File: config.mk
export PLATFORM = sky130hd
export DESIGN_NAME = ps2_kbd_rx
export DESIGN_NICKNAME = d
export VERILOG_FILES = /design/src/rtl/kbd_pkg.sv /design/src/rtl/sync_fifo.sv /design/src/rtl/ps2_kbd_rx.sv
export SDC_FILE = /design/constraint.sdc
export NUM_CORES = 1
export LEC_CHECK = 0
export BUFFER_PORTS_ARGS = -buffer_cell sky130_fd_sc_hd__buf_2
export CAP_MARGIN = 10
export CORE_UTILIZATION = 63
export DETAILED_ROUTE_END_ITERATION = 8
export PLACE_DENSITY_LB_ADDON = 0.1
export SYNTH_ARGS = -nofsm -noshare
export SYNTH_HDL_FRONTEND = slang
export SYNTH_HIERARCHICAL = 1
export SYNTH_SLANG_ARGS = --single-unit
File: constraint.sdc
create_clock -name clk -period 8.8 [get_ports clk]
set_input_delay 0.44 -clock clk [delete_from_list [all_inputs] [get_ports clk]]
set_output_delay 0.44 -clock clk [all_outputs]
set_load 0.01 [all_outputs]
File: src/rtl/kbd_pkg.sv
// kbd_pkg: shared definitions for the PS/2 keyboard receive path.
//   - FSM state encoding for the frame deserialiser
//   - frame geometry (PS2_DATA_BITS)
//   - default FIFO depth and frame timeout
//   - odd-parity check helper
package kbd_pkg;

    localparam int PS2_DATA_BITS      = 8;
    localparam int DEF_FIFO_DEPTH     = 8;
    localparam int DEF_TIMEOUT_CYCLES = 200000;

    typedef enum logic [1:0] {
        IDLE   = 2'd0,
        DATA   = 2'd1,
        PARITY = 2'd2,
        STOP   = 2'd3
    } ps2_state_e;

    // True when data bits plus parity bit contain an odd number of ones.
    function automatic logic odd_parity_ok(input logic [PS2_DATA_BITS-1:0] data,
                                           input logic                     par);
        return (^data) ^ par;
    endfunction

endpackage

File: src/rtl/sync_fifo.sv
// sync_fifo: single-clock FIFO with wrap-bit pointers.
//   clk, rst   : clock, synchronous active-high reset (empties the FIFO)
//   push, din  : write request and data; accepted when not full, or when
//                full but a pop is accepted in the same cycle
//   pop        : read request; ignored while empty
//   dout       : head entry, forced to 0 while empty
//   empty/full : occupancy flags
module sync_fifo #(
    parameter int WIDTH = 8,
    parameter int DEPTH = 8
) (
    input  logic             clk,
    input  logic             rst,
    input  logic             push,
    input  logic [WIDTH-1:0] din,
    input  logic             pop,
    output logic [WIDTH-1:0] dout,
    output logic             empty,
    output logic             full
);

    localparam int AW = $clog2(DEPTH);

    logic [WIDTH-1:0] mem_r [DEPTH];
    logic [AW:0]      wr_ptr_r;
    logic [AW:0]      rd_ptr_r;
    logic             do_push_s;
    logic             do_pop_s;

    // Equal low bits with differing wrap bits means the writer is a full lap ahead.
    assign empty     = (wr_ptr_r == rd_ptr_r);
    assign full      = (wr_ptr_r[AW] != rd_ptr_r[AW]) &&
                       (wr_ptr_r[AW-1:0] == rd_ptr_r[AW-1:0]);
    assign do_pop_s  = pop && !empty;
    // A simultaneous pop frees the slot a full FIFO needs.
    assign do_push_s = push && (!full || do_pop_s);
    assign dout      = empty ? {WIDTH{1'b0}} : mem_r[rd_ptr_r[AW-1:0]];

    // Storage array; contents are only visible through valid pointers, so no reset.
    always_ff @(posedge clk) begin
        if (do_push_s) begin
            mem_r[wr_ptr_r[AW-1:0]] <= din;
        end
    end

    // Read and write pointer update.
    always_ff @(posedge clk) begin
        if (rst) begin
            wr_ptr_r <= {(AW+1){1'b0}};
            rd_ptr_r <= {(AW+1){1'b0}};
        end else begin
            if (do_push_s) begin
                wr_ptr_r <= wr_ptr_r + (AW+1)'(1'b1);
            end
            if (do_pop_s) begin
                rd_ptr_r <= rd_ptr_r + (AW+1)'(1'b1);
            end
        end
    end

endmodule

File: src/rtl/ps2_kbd_rx.sv
// ps2_kbd_rx: PS/2 device-to-host frame receiver with a scan-code FIFO.
//   clk, rst        : system clock, synchronous active-high reset
//   ps2_clk/data    : raw asynchronous PS/2 pins
//   kbd_read_enable : pop request, one byte per high cycle
//   kbd_data        : FIFO head byte (0 when empty)
//   kbd_ready       : FIFO not empty
//   kbd_overflow    : sticky, a received byte was dropped on a full FIFO
//   frame_err       : one-cycle pulse when a frame is discarded
module ps2_kbd_rx
    import kbd_pkg::*;
#(
    parameter int FIFO_DEPTH     = DEF_FIFO_DEPTH,
    parameter int TIMEOUT_CYCLES = DEF_TIMEOUT_CYCLES
) (
    input  logic       clk,
    input  logic       rst,
    input  logic       ps2_clk,
    input  logic       ps2_data,
    input  logic       kbd_read_enable,
    output logic [7:0] kbd_data,
    output logic       kbd_ready,
    output logic       kbd_overflow,
    output logic       frame_err
);

    localparam int TW        = (TIMEOUT_CYCLES > 2) ? $clog2(TIMEOUT_CYCLES) : 1;
    localparam int BW        = $clog2(PS2_DATA_BITS) + 1;
    localparam logic [TW-1:0] TIMER_MAX = TW'(TIMEOUT_CYCLES - 1);
    localparam logic [BW-1:0] LAST_BIT  = BW'(PS2_DATA_BITS - 1);

    logic ps2_clk_meta_r, ps2_clk_sync_r, ps2_clk_prev_r;
    logic ps2_data_meta_r, ps2_data_sync_r;
    logic fall_s;

    ps2_state_e               state_r;
    logic [PS2_DATA_BITS-1:0] shift_r;
    logic [BW-1:0]            bit_cnt_r;
    logic [TW-1:0]            timer_r;
    logic                     parity_r;
    logic                     frame_err_r;
    logic                     overflow_r;

    logic       push_s;
    logic       fifo_full_s;
    logic       fifo_empty_s;
    logic [7:0] fifo_dout_s;

    // Two-flop synchronisers plus a history flop for edge detection; idle bus is high.
    always_ff @(posedge clk) begin
        if (rst) begin
            ps2_clk_meta_r  <= 1'b1;
            ps2_clk_sync_r  <= 1'b1;
            ps2_clk_prev_r  <= 1'b1;
            ps2_data_meta_r <= 1'b1;
            ps2_data_sync_r <= 1'b1;
        end else begin
            ps2_clk_meta_r  <= ps2_clk;
            ps2_clk_sync_r  <= ps2_clk_meta_r;
            ps2_clk_prev_r  <= ps2_clk_sync_r;
            ps2_data_meta_r <= ps2_data;
            ps2_data_sync_r <= ps2_data_meta_r;
        end
    end

    assign fall_s = ps2_clk_prev_r && !ps2_clk_sync_r;

    // Push in the stop-bit fall cycle so the byte lands on that cycle's closing edge.
    always_comb begin
        push_s = 1'b0;
        if ((state_r == STOP) && fall_s && ps2_data_sync_r &&
            odd_parity_ok(shift_r, parity_r)) begin
            push_s = 1'b1;
        end else begin
            push_s = 1'b0;
        end
    end

    // Frame deserialiser FSM with inter-edge timeout.
    always_ff @(posedge clk) begin
        if (rst) begin
            state_r     <= IDLE;
            shift_r     <= {PS2_DATA_BITS{1'b0}};
            bit_cnt_r   <= {BW{1'b0}};
            timer_r     <= {TW{1'b0}};
            parity_r    <= 1'b0;
            frame_err_r <= 1'b0;
        end else begin
            frame_err_r <= 1'b0;
            if ((state_r != IDLE) && !fall_s) begin
                // Mid-frame with no edge: age the frame, abort when it goes stale.
                if (timer_r == TIMER_MAX) begin
                    state_r     <= IDLE;
                    timer_r     <= {TW{1'b0}};
                    frame_err_r <= 1'b1;
                end else begin
                    timer_r <= timer_r + TW'(1'b1);
                end
            end else if (fall_s) begin
                timer_r <= {TW{1'b0}};
                case (state_r)
                    IDLE: begin
                        // A high level on a fall is not a start bit; ignore it quietly.
                        if (!ps2_data_sync_r) begin
                            bit_cnt_r <= {BW{1'b0}};
                            state_r   <= DATA;
                        end else begin
                            state_r <= IDLE;
                        end
                    end
                    DATA: begin
                        shift_r   <= {ps2_data_sync_r, shift_r[PS2_DATA_BITS-1:1]};
                        bit_cnt_r <= bit_cnt_r + BW'(1'b1);
                        if (bit_cnt_r == LAST_BIT) begin
                            state_r <= PARITY;
                        end else begin
                            state_r <= DATA;
                        end
                    end
                    PARITY: begin
                        parity_r <= ps2_data_sync_r;
                        state_r  <= STOP;
                    end
                    STOP: begin
                        frame_err_r <= !push_s;
                        state_r     <= IDLE;
                    end
                    default: begin
                        state_r <= IDLE;
                    end
                endcase
            end else begin
                timer_r <= {TW{1'b0}};
            end
        end
    end

    // Sticky overflow: a push lost because the FIFO was full and nothing was popped.
    always_ff @(posedge clk) begin
        if (rst) begin
            overflow_r <= 1'b0;
        end else if (push_s && fifo_full_s && !kbd_read_enable) begin
            overflow_r <= 1'b1;
        end else begin
            overflow_r <= overflow_r;
        end
    end

    sync_fifo #(
        .WIDTH (8),
        .DEPTH (FIFO_DEPTH)
    ) u_fifo (
        .clk   (clk),
        .rst   (rst),
        .push  (push_s),
        .din   (shift_r),
        .pop   (kbd_read_enable),
        .dout  (fifo_dout_s),
        .empty (fifo_empty_s),
        .full  (fifo_full_s)
    );

    assign kbd_data     = fifo_dout_s;
    assign kbd_ready    = !fifo_empty_s;
    assign kbd_overflow = overflow_r;
    assign frame_err    = frame_err_r;

endmodule

==> flow_summary.json, run 1 <==
{
  "outcome": "finished clean",
  "cp-start-kind": "flop",
  "min_period_ns": 3.441,
  "power_density_nw_per_um2": 225.5,
  "end_kind": "flop",
  "cts_tree": "built",
  "die_y_microns": 89.74,
  "slowest_stage": "nor3_1",
  "die_area_sq_um": 8052,
  "synth_edf_count": 64,
  "clock_latency_ns": 0.51,
  "vias": 2933,
  "fin_ws_ns": 5.359,
  "synth.largest_area_cell": "edfxtp_1",
  "synth_nets": 380,
  "cts_resized": 0,
  "nets": 402,
  "async_flop_share": 0,
  "dp_slack_ns": 5.325,
  "fin_skew_ns": 0.01007,
  "numClockSinks": 115,
  "worstMarginPinSlew_ns": 1.186,
  "peakVddDrop_mv": 0.1536,
  "ys_ff_latch": 115,
  "ant_nets": 0,
  "p_int_mw": 1.021,
  "switching_share": 0.1902,
  "vias_per_cell": 5.808,
  "synth.distinct_cells": 57,
  "place_hpwl_mm": 5.389,
  "grt_util_all_layers": 0.2465,
  "max_freq_mhz": 290.6,
  "fill_cells": 443,
  "design_area_sq_um": 5589,
  "start_util": 0.6615,
  "drt_iter0_markers": 157,
  "gp_congestion": 0.7482,
  "synth_area_per_cell_sq_um": 13.07,
  "hold_violations": 0,
  "slowest_delay_ns": 1.01,
  "placed_area_sq_um": 4980,
  "leakage_nw": 1.915,
  "dp.cells": 472,
  "synthCells": 371,
  "ys_top_cells_by_count": "edfxtp_1 (64), dfxtp_1 (51), nor2_1 (41), nand2_1 (25), a21oi_1 (17)",
  "drv_slew": 0,
  "synthMuxAreaShare": 0.09959,
  "rsz0062_at_grt": "false",
  "cts-root-buf": "clkbuf_8",
  "fin_crit_sh": 0.3910,
  "pwr-share-seq": 0.447,
  "power_switching_mw": 0.2397,
  "clkPwrFrac": 0.547,
  "path_class": "reg2reg",
  "hold_class": "in2reg",
  "r2r_start": "shift_r[7]$_SDFFE_PP0P_",
  "critPathArrivalTime_ns": 3.55,
  "cp.required_ns": 8.91,
  "grt_pass1_vias": 2949,
  "wl_per_cell_microns": 17.55,
  "ys_warn_count": 6,
  "hold_buffers": 0,
  "synth_fa_ha_area_frac": 0.01032,
  "synth_top_family_by_area": "simple AND/OR/NAND/NOR gates",
  "cp_cell_sequence": "xor2_1, xnor3_1, xnor2_1, nor3_2, o21ai_0, nor3_1",
  "yosysSeqAreaShare": 0.6068,
  "cts_max_level": 4,
  "core_sq_um": 7331,
  "synth-simple-area-share": 0.1409,
  "fin_cells": 505,
  "grt_pass1_wl_mm": 14.82,
  "layout-drive-gt1-share": 0.2094,
  "synthesis.area_sq_um": 4850,
  "slew_headroom": 0.2032,
  "clk_pin_slew_ns": 0.06,
  "synthTopCellsByArea": "edfxtp_1 (40%), dfxtp_1 (21%), mux4_2 (7.4%), nor2_1 (3.2%), xnor2_1 (2.7%)",
  "path_max_fanout": 11,
  "wirelength_mm": 8.863,
  "critPathLaunch": "shift_r[7]$_SDFFE_PP0P_",
  "drc": 0,
  "setup_violations": 0,
  "yosysMostFrequentCell": "edfxtp_1",
  "r2r_slack_ns": 5.36,
  "r2r_cells": 6,
  "hold_slack_ns": 0.1197,
  "cts.path.max_buffers": 2,
  "synth_xor_area_frac": 0.06192,
  "n_antenna_cell": 0,
  "ys.flop_type": "edfxtp_1",
  "max_cap_viol_count": 0,
  "regToRegEndpoint": "u_fifo/mem_r[3][7]$_DFFE_PP_",
  "comb_power_share": 0.006,
  "cp-endpoint": "u_fifo/mem_r[3][7]$_DFFE_PP_",
  "synth-compound-area-share": 0.05547,
  "io_pins": 16,
  "io_buffers": 15,
  "grt_max_degree": 39,
  "firstDrtPassIters": 4,
  "fin_total_pwr_mw": 1.260,
  "cts_buffers": 17,
  "post_cts_buffers": 0,
  "die_w_microns": 89.74,
  "antenna_found_initial": 0,
  "setup_tns_ns": 0,
  "overflow": 0,
  "rows": 31,
  "synth_top_area_share": 0.3963,
  "syn2layout_area_growth_pct": 15.25,
  "utilization": 0.7624
}
-- state kept, by name (all words and copies together) (netlist names), 2 cells and up, named ones only --
| register | flops |
|---|---|
| bit_cnt_r | 4 |
| shift_r | 8 |
| state_r | 2 |
| timer_r | 18 |
| u_fifo/mem_r | 64 |
| u_fifo/rd_ptr_r | 4 |
| u_fifo/wr_ptr_r | 4 |
-- worst min path at each step --
stage / start / end / slack (ns) / cells past startpoint
2_1_floorplan: ps2_clk_meta_r$_SDFF_PP1_ / ps2_clk_sync_r$_SDFF_PP1_ / 0.39 / 1
3_3_place_gp: ps2_data_meta_r$_SDFF_PP1_ / ps2_data_sync_r$_SDFF_PP1_ / 0.39 / 1
3_5_place_dp: ps2_data_meta_r$_SDFF_PP1_ / ps2_data_sync_r$_SDFF_PP1_ / 0.40 / 1
4_1_cts: ps2_data / ps2_data_meta_r$_SDFF_PP1_ / 0.09 / 2
5_1_grt: ps2_data / ps2_data_meta_r$_SDFF_PP1_ / 0.09 / 2
6_report: ps2_data / ps2_data_meta_r$_SDFF_PP1_ / 0.12 / 2
-- power groups by stage --
stage,clock [mW],sequential (mW),combinational (mW)
finish,0.690,0.563,0.00763
global route,0.723,0.563,0.00837
CTS,0.701,0.563,0.00773
detailed placement,0,0.574,0.00759
global placement,0,0.574,0.00746
floorplan,0,0.574,0.00495
-- layer usage --
| metal | share of wire | track usage | vias to the layer above | wire, microns |
|---|---|---|---|---|
| met3 | 0.038 | 0.07360 | 9 | 333 |
| li1 | - | - | 1402 | - |
| met4 | 0.010 | 0.1107 | 0 | 89 |
| met2 | 0.53 | 0.4224 | 79 | 4666 |
| met1 | 0.43 | 0.2860 | 1443 | 3773 |
| met5 | 0 | 0 | - | 0 |
-- worst max-delay path, delay by kind of cell, from the launching register on --
kind	cells	cell delay, ns
compound gates	1	0.32
xor+xnor	3	0.75
flops	1	0.55
simple gates	2	1.43
-- layout by cell type (no fill, tap or decap), types with 4 or more instances in the layout --
master and count:
edfxtp_1 64, dfxtp_1 51, nor2_1 41, nand2_1 25
a21oi_1 17, clkbuf_16 16, buf_2 16, mux4_2 16
xnor2_1 15, xor2_1 13, mux2i_1 10, inv_1 9
nand4_1 8, nor3_1 8, nand3_1 7, or2_2 5
nand2b_1 5, o21ai_0 5, and2_1 4, and3_1 4
ha_1 4, bufinv_16 4
-- logic make-up after synthesis --
group | count (synthesis)
xor gates and xnor gates | 31
DFF | 115
adders and majority gates | 4
and+or+nand+nor | 131
AOI/OAI and AO/OA | 37
buffers and inverters | 25
muxes | 28
-- area by class of cell --
class                           instances  area (sq um)  area share
Multi-Input combinational cell        231          1785      0.3195
Clock buffer                           17         414.1     0.07410
Sequential cell                       115          2943      0.5265
Tap cell                               99         123.9     0.02216
Timing Repair Buffer                   18         95.09     0.01701
Clock inverter                         15         190.2     0.03403
Inverter                               10         37.54    0.006716
(Power assumes the default switching activity.)
==> run 2: changes to the inputs <==
--- a/config.mk
+++ b/config.mk
@@ -7,7 +7,7 @@
 export LEC_CHECK = 0
 export BUFFER_PORTS_ARGS = -buffer_cell sky130_fd_sc_hd__buf_2
 export CAP_MARGIN = 10
-export CORE_UTILIZATION = 63
+export CORE_UTILIZATION = 61
 export DETAILED_ROUTE_END_ITERATION = 8
 export PLACE_DENSITY_LB_ADDON = 0.1
 export SYNTH_ARGS = -nofsm -noshare
==> constraint.sdc (replaced) <==
create_clock -name clk -period 3.3 [get_ports clk]
set_input_delay 0.165 -clock clk [delete_from_list [all_inputs] [get_ports clk]]
set_output_delay 0.165 -clock clk [all_outputs]
set_load 0.01 [all_outputs]
==> flow_summary.json, run 2 (synthesized netlist as in run 1, its figures left out) <==
{
  "clk_pin_slew_ns": 0.06,
  "regToRegEndpoint": "u_fifo/mem_r[6][7]$_DFFE_PP_",
  "place_hpwl_mm": 5.745,
  "ant_nets": 0,
  "cp.required_ns": 3.44,
  "io_buffers": 15,
  "fin_skew_ns": 0.01063,
  "cpMostUsedCell": "xnor2_1",
  "leakage_nw": 1.964,
  "critPathArrivalTime_ns": 2.99,
  "slowest_delay_ns": 0.60,
  "path_max_fanout": 11,
  "rows": 32,
  "cts.path.max_buffers": 2,
  "r2r_cells": 6,
  "grt_pass1_wl_mm": 14.72,
  "drc": 1,
  "n_antenna_cell": 0,
  "hold_violations": 0,
  "multi_input_area_sq_um": 1785,
  "drv_slew": 0,
  "layout-drive-gt1-share": 0.2265,
  "cts_buffers": 17,
  "gp_congestion": 0.7496,
  "wirelength_mm": 8.907,
  "peakVddDrop_mv": 0.4538,
  "rsz0062_at_grt": "false",
  "die_w_microns": 91.17,
  "overflow": 0,
  "violations": "DRC",
  "cts_resized": 0,
  "min_period_ns": 2.843,
  "cts-root-buf": "clkbuf_8",
  "cp-start-kind": "flop",
  "antenna_found_initial": 0,
  "grt_util_all_layers": 0.2411,
  "power_density_nw_per_um2": 589.5,
  "layout_common_cells": "edfxtp_1 (64), dfxtp_1 (51), nor2_1 (41)",
  "post_cts_buffers": 0,
  "fin_crit_sh": 0.8616,
  "syn2layout_area_growth_pct": 16.69,
  "end_kind": "flop",
  "fill_cells": 502,
  "setup_violations": 0,
  "cts_tree": "built",
  "cp-endpoint": "u_fifo/mem_r[6][7]$_DFFE_PP_",
  "firstDrtPassIters": 7,
  "regArea_sq_um": 2943,
  "critPathLaunch": "shift_r[2]$_SDFFE_PP0P_",
  "placed_area_sq_um": 5044,
  "core_sq_um": 7727,
  "design_area_sq_um": 5659,
  "numClockSinks": 115,
  "start_util": 0.6276,
  "grt_pass1_vias": 2906,
  "nets": 411,
  "cp_cell_sequence": "xnor2_1, xnor3_1, xnor2_1, nor3_2, o211ai_1, nor2_1",
  "hold_class": "in2reg",
  "worstMarginPinSlew_ns": 0.7834,
  "hold_slack_ns": 0.06557,
  "path_class": "reg2reg",
  "r2r_slack_ns": 0.46,
  "slowest_stage": "nor2_1",
  "outcome": "finished, violations left",
  "grt_max_degree": 39,
  "io_pins": 16,
  "max_cap_viol_count": 0,
  "cts_max_level": 4,
  "vias": 2948,
  "fin_total_pwr_mw": 3.336,
  "utilization": 0.7324,
  "drt_iter0_markers": 207,
  "clock_latency_ns": 0.51,
  "max_freq_mhz": 351.7,
  "r2r_start": "shift_r[2]$_SDFFE_PP0P_",
  "mostFrequentLayoutCell": "edfxtp_1",
  "wl_per_cell_microns": 17.23,
  "die_area_sq_um": 8311,
  "slew_headroom": 0.4770,
  "die_y_microns": 91.17,
  "setup_tns_ns": 0,
  "largest_reg_flops": 64,
  "vias_per_cell": 5.702
}
==> run 2: worst min-delay path by stage <==
| stage | start | end | slack [ns] | depth (start not counted) |
|---|---|---|---|---|
| final | kbd_read_enable | u_fifo/wr_ptr_r[2]$_SDFFE_PP0P_ | 0.07 | 3 |
| after global routing | kbd_read_enable | u_fifo/wr_ptr_r[2]$_SDFFE_PP0P_ | 0.06 | 3 |
| after CTS | kbd_read_enable | u_fifo/wr_ptr_r[2]$_SDFFE_PP0P_ | 0.03 | 3 |
| after detailed placement | ps2_data | ps2_data_meta_r$_SDFF_PP1_ | 0.35 | 2 |
| after global placement | ps2_data | ps2_data_meta_r$_SDFF_PP1_ | 0.35 | 2 |
| after floorplan | rst | frame_err$_SDFF_PP0_ | 0.27 | 1 |
==> run 2: worst max-delay path, delay by kind of cell, from the launching register on <==
family | cells | cell delay [ns]
simple gates | 2 | 0.99
flops | 1 | 0.55
compound gates | 1 | 0.23
xor+xnor | 3 | 0.70
==> run 2: final cells by class <==
type | count | share of cell area
flip-flops and latches | 115 | 0.5200
multi-input cells | 231 | 0.3155
clock buffers | 18 | 0.07384
clock inverters | 14 | 0.03140
repair buffers | 27 | 0.03007
well taps | 102 | 0.02255
inverters | 10 | 0.006633
==> run 2: through the flow <==
step	std cells	setup slack, ns
6_report	517	0.4567
5_1_grt	517	0.2600
4_1_cts	517	0.4548
3_5_place_dp	483	0.5157
3_3_place_gp	483	0.5673
2_1_floorplan	371	0.3789
==> run 2: per-layer routing <==
metal	track usage	wire [microns]	share of wire
met1	0.2833	3769	0.42
met2	0.4179	4707	0.53
met3	0.06198	315	0.035
met4	0.1058	115	0.013
met5	0	0	0
==> run 2: what timing repair did <==
| action | in CTS | in global routing |
|---|---|---|
| hold buffers | 2 | 0 |
| hold endpoints to repair | 2 | 0 |
| setup endpoints to repair | 0 | 0 |
==> run 2: power breakdown <==
| part | switching, mW | internal [mW] | total (mW) |
|---|---|---|---|
| clock | 0.654 | 1.16 | 1.81 |
| sequential | 0.00165 | 1.50 | 1.50 |
| combinational | 0.0143 | 0.00803 | 0.0223 |
==> run 3: changes to the inputs <==
--- a/config.mk
+++ b/config.mk
@@ -10,6 +10,7 @@
 export CORE_UTILIZATION = 61
 export DETAILED_ROUTE_END_ITERATION = 8
 export PLACE_DENSITY_LB_ADDON = 0.1
+export RECOVER_POWER = 50
 export SYNTH_ARGS = -nofsm -noshare
 export SYNTH_HDL_FRONTEND = slang
 export SYNTH_HIERARCHICAL = 1
==> flow_summary.json, run 3 (synthesized netlist as in run 1, its figures left out) <==
{
  "grt_pass1_wl_mm": 14.72,
  "crit_family": "simple AND/OR/NAND/NOR gates",
  "max_freq_mhz": 349.8,
  "drt_iter0_markers": 184,
  "peakVddDrop_mv": 0.4523,
  "slew_headroom": 0.2375,
  "regToRegEndpoint": "u_fifo/mem_r[6][7]$_DFFE_PP_",
  "grt_max_degree": 39,
  "violations": "DRC",
  "ant_nets": 0,
  "min_from": "kbd_read_enable",
  "slowest_delay_ns": 0.61,
  "slowest_stage": "nor2_1",
  "clk_pin_slew_ns": 0.06,
  "rsz0062_at_grt": "false",
  "wirelength_mm": 8.961,
  "layout_common_cells": "edfxtp_1 (64), dfxtp_1 (51), nor2_1 (41)",
  "met2WireLength_mm": 4.725,
  "setup_tns_ns": 0,
  "hold_buffers": 2,
  "overflow": 0,
  "min_period_ns": 2.859,
  "layout-drive-gt1-share": 0.2048,
  "grt_util_all_layers": 0.2411,
  "start_util": 0.6276,
  "cts.path.max_buffers": 2,
  "largest_reg_flops": 64,
  "mostFrequentLayoutCell": "edfxtp_1",
  "path_max_fanout": 11,
  "place_hpwl_mm": 5.745,
  "dr_wl_met3_microns": 251,
  "r2r_cells": 6,
  "critPathArrivalTime_ns": 3.00,
  "fin_total_pwr_mw": 3.333,
  "dr.max_layer_used": "met4",
  "io_buffers": 15,
  "r2r_start": "shift_r[2]$_SDFFE_PP0P_",
  "clock_latency_ns": 0.51,
  "hold_class": "in2reg",
  "holdPathStages": 3,
  "cts_buffers": 17,
  "r2r_slack_ns": 0.44,
  "setup_violations": 0,
  "wl_per_cell_microns": 17.33,
  "cts_tree": "built",
  "fin_crit_sh": 0.8664,
  "syn2layout_area_growth_pct": 15.53,
  "worstMarginPinSlew_ns": 1.129,
  "cts_max_level": 4,
  "path_class": "reg2reg",
  "die_area_sq_um": 8311,
  "die_y_microns": 91.17,
  "cts-root-buf": "clkbuf_8",
  "firstDrtPassIters": 6,
  "cp-start-kind": "flop",
  "cts_resized": 0,
  "die_w_microns": 91.17,
  "gp_congestion": 0.7496,
  "drv_slew": 0,
  "fill_cells": 509,
  "power_density_nw_per_um2": 594.9,
  "numClockSinks": 115,
  "grt_pass1_vias": 2906,
  "vias": 2956,
  "worst-path-buf-inv": 0,
  "rows": 32,
  "core_sq_um": 7727,
  "cp_cell_sequence": "xnor2_1, xnor3_1, xnor2_1, nor3_2, o211ai_1, nor2_1",
  "end_kind": "flop",
  "antenna_found_initial": 0,
  "max_cap_viol_count": 0,
  "hold_violations": 0,
  "n_antenna_cell": 0,
  "holdPathEnd": "u_fifo/wr_ptr_r[2]$_SDFFE_PP0P_",
  "cpMostUsedCell": "xnor2_1",
  "fin_skew_ns": 0.008601,
  "vias_per_cell": 5.718,
  "drt-met1-wl_mm": 3.861,
  "io_pins": 16,
  "outcome": "finished, violations left",
  "drc": 1,
  "leakage_nw": 1.934,
  "cp.required_ns": 3.44,
  "nets": 411,
  "post_cts_buffers": 0
}
## run 3: changes by cell type in the layout (fill, tap and decap cells not counted), sizes merged
cell | before | now
buf | 25 | 21
clkbuf | 18 | 22
## run 3: worst max-delay path by stage
stage                                        from                              end  slack [ns]  cells after the start
final                     shift_r[2]$_SDFFE_PP0P_     u_fifo/mem_r[6][7]$_DFFE_PP_        0.44                      6
after global routing      shift_r[2]$_SDFFE_PP0P_  u_fifo/wr_ptr_r[3]$_SDFFE_PP0P_        0.26                      7
after CTS                 shift_r[2]$_SDFFE_PP0P_     u_fifo/mem_r[6][1]$_DFFE_PP_        0.45                      6
after detailed placement  shift_r[2]$_SDFFE_PP0P_     u_fifo/mem_r[6][1]$_DFFE_PP_        0.52                      6
after global placement    shift_r[2]$_SDFFE_PP0P_     u_fifo/mem_r[6][3]$_DFFE_PP_        0.57                      6
after floorplan           shift_r[7]$_SDFFE_PP0P_     u_fifo/mem_r[0][0]$_DFFE_PP_        0.38                      6
## run 3: power by group
group / switching [mW] / total [mW] / internal [mW]
Combinational: 0.0135 / 0.0209 / 0.00741
Clock: 0.653 / 1.81 / 1.16
Sequential: 0.00164 / 1.50 / 1.50
## run 3: per-layer routing
metal	GRT usage	vias to the layer above
li1	-	1419
met5	0	-
met2	0.4179	59
met4	0.1058	0
met1	0.2833	1465
met3	0.06198	13
## run 3: area by class of cell
cell class,instances,area (sq um),share of cell area
Clock buffer,18,417.9,0.07459
Clock inverter,14,177.7,0.03171
Inverter,10,37.54,0.006699
Multi-Input combinational cell,231,1739,0.3104
Sequential cell,115,2943,0.5252
Tap cell,102,127.6,0.02278
Timing Repair Buffer,27,160.2,0.02858
## run 3: worst min-delay path, delay by kind of cell
family / cells / cell delay (ns)
AO/OA/AOI/OAI: 2 / 0.20
buffers and inverters: 1 / 0.15
## run 3: metrics by stage
stage               utilization  hold WS, ns  std cells  instance area, sq um  setup WS (ns)
global route             0.7251      0.03429        517                  5603         0.2600
detailed placement       0.6527       0.3516        483                  5044         0.5157
finish                   0.7251      0.03761        517                  5603         0.4409
global placement         0.6527       0.3475        483                  5044         0.5673
floorplan                     -       0.2651        371                  4850         0.3789
CTS                      0.7324      0.03423        517                  5659         0.4548
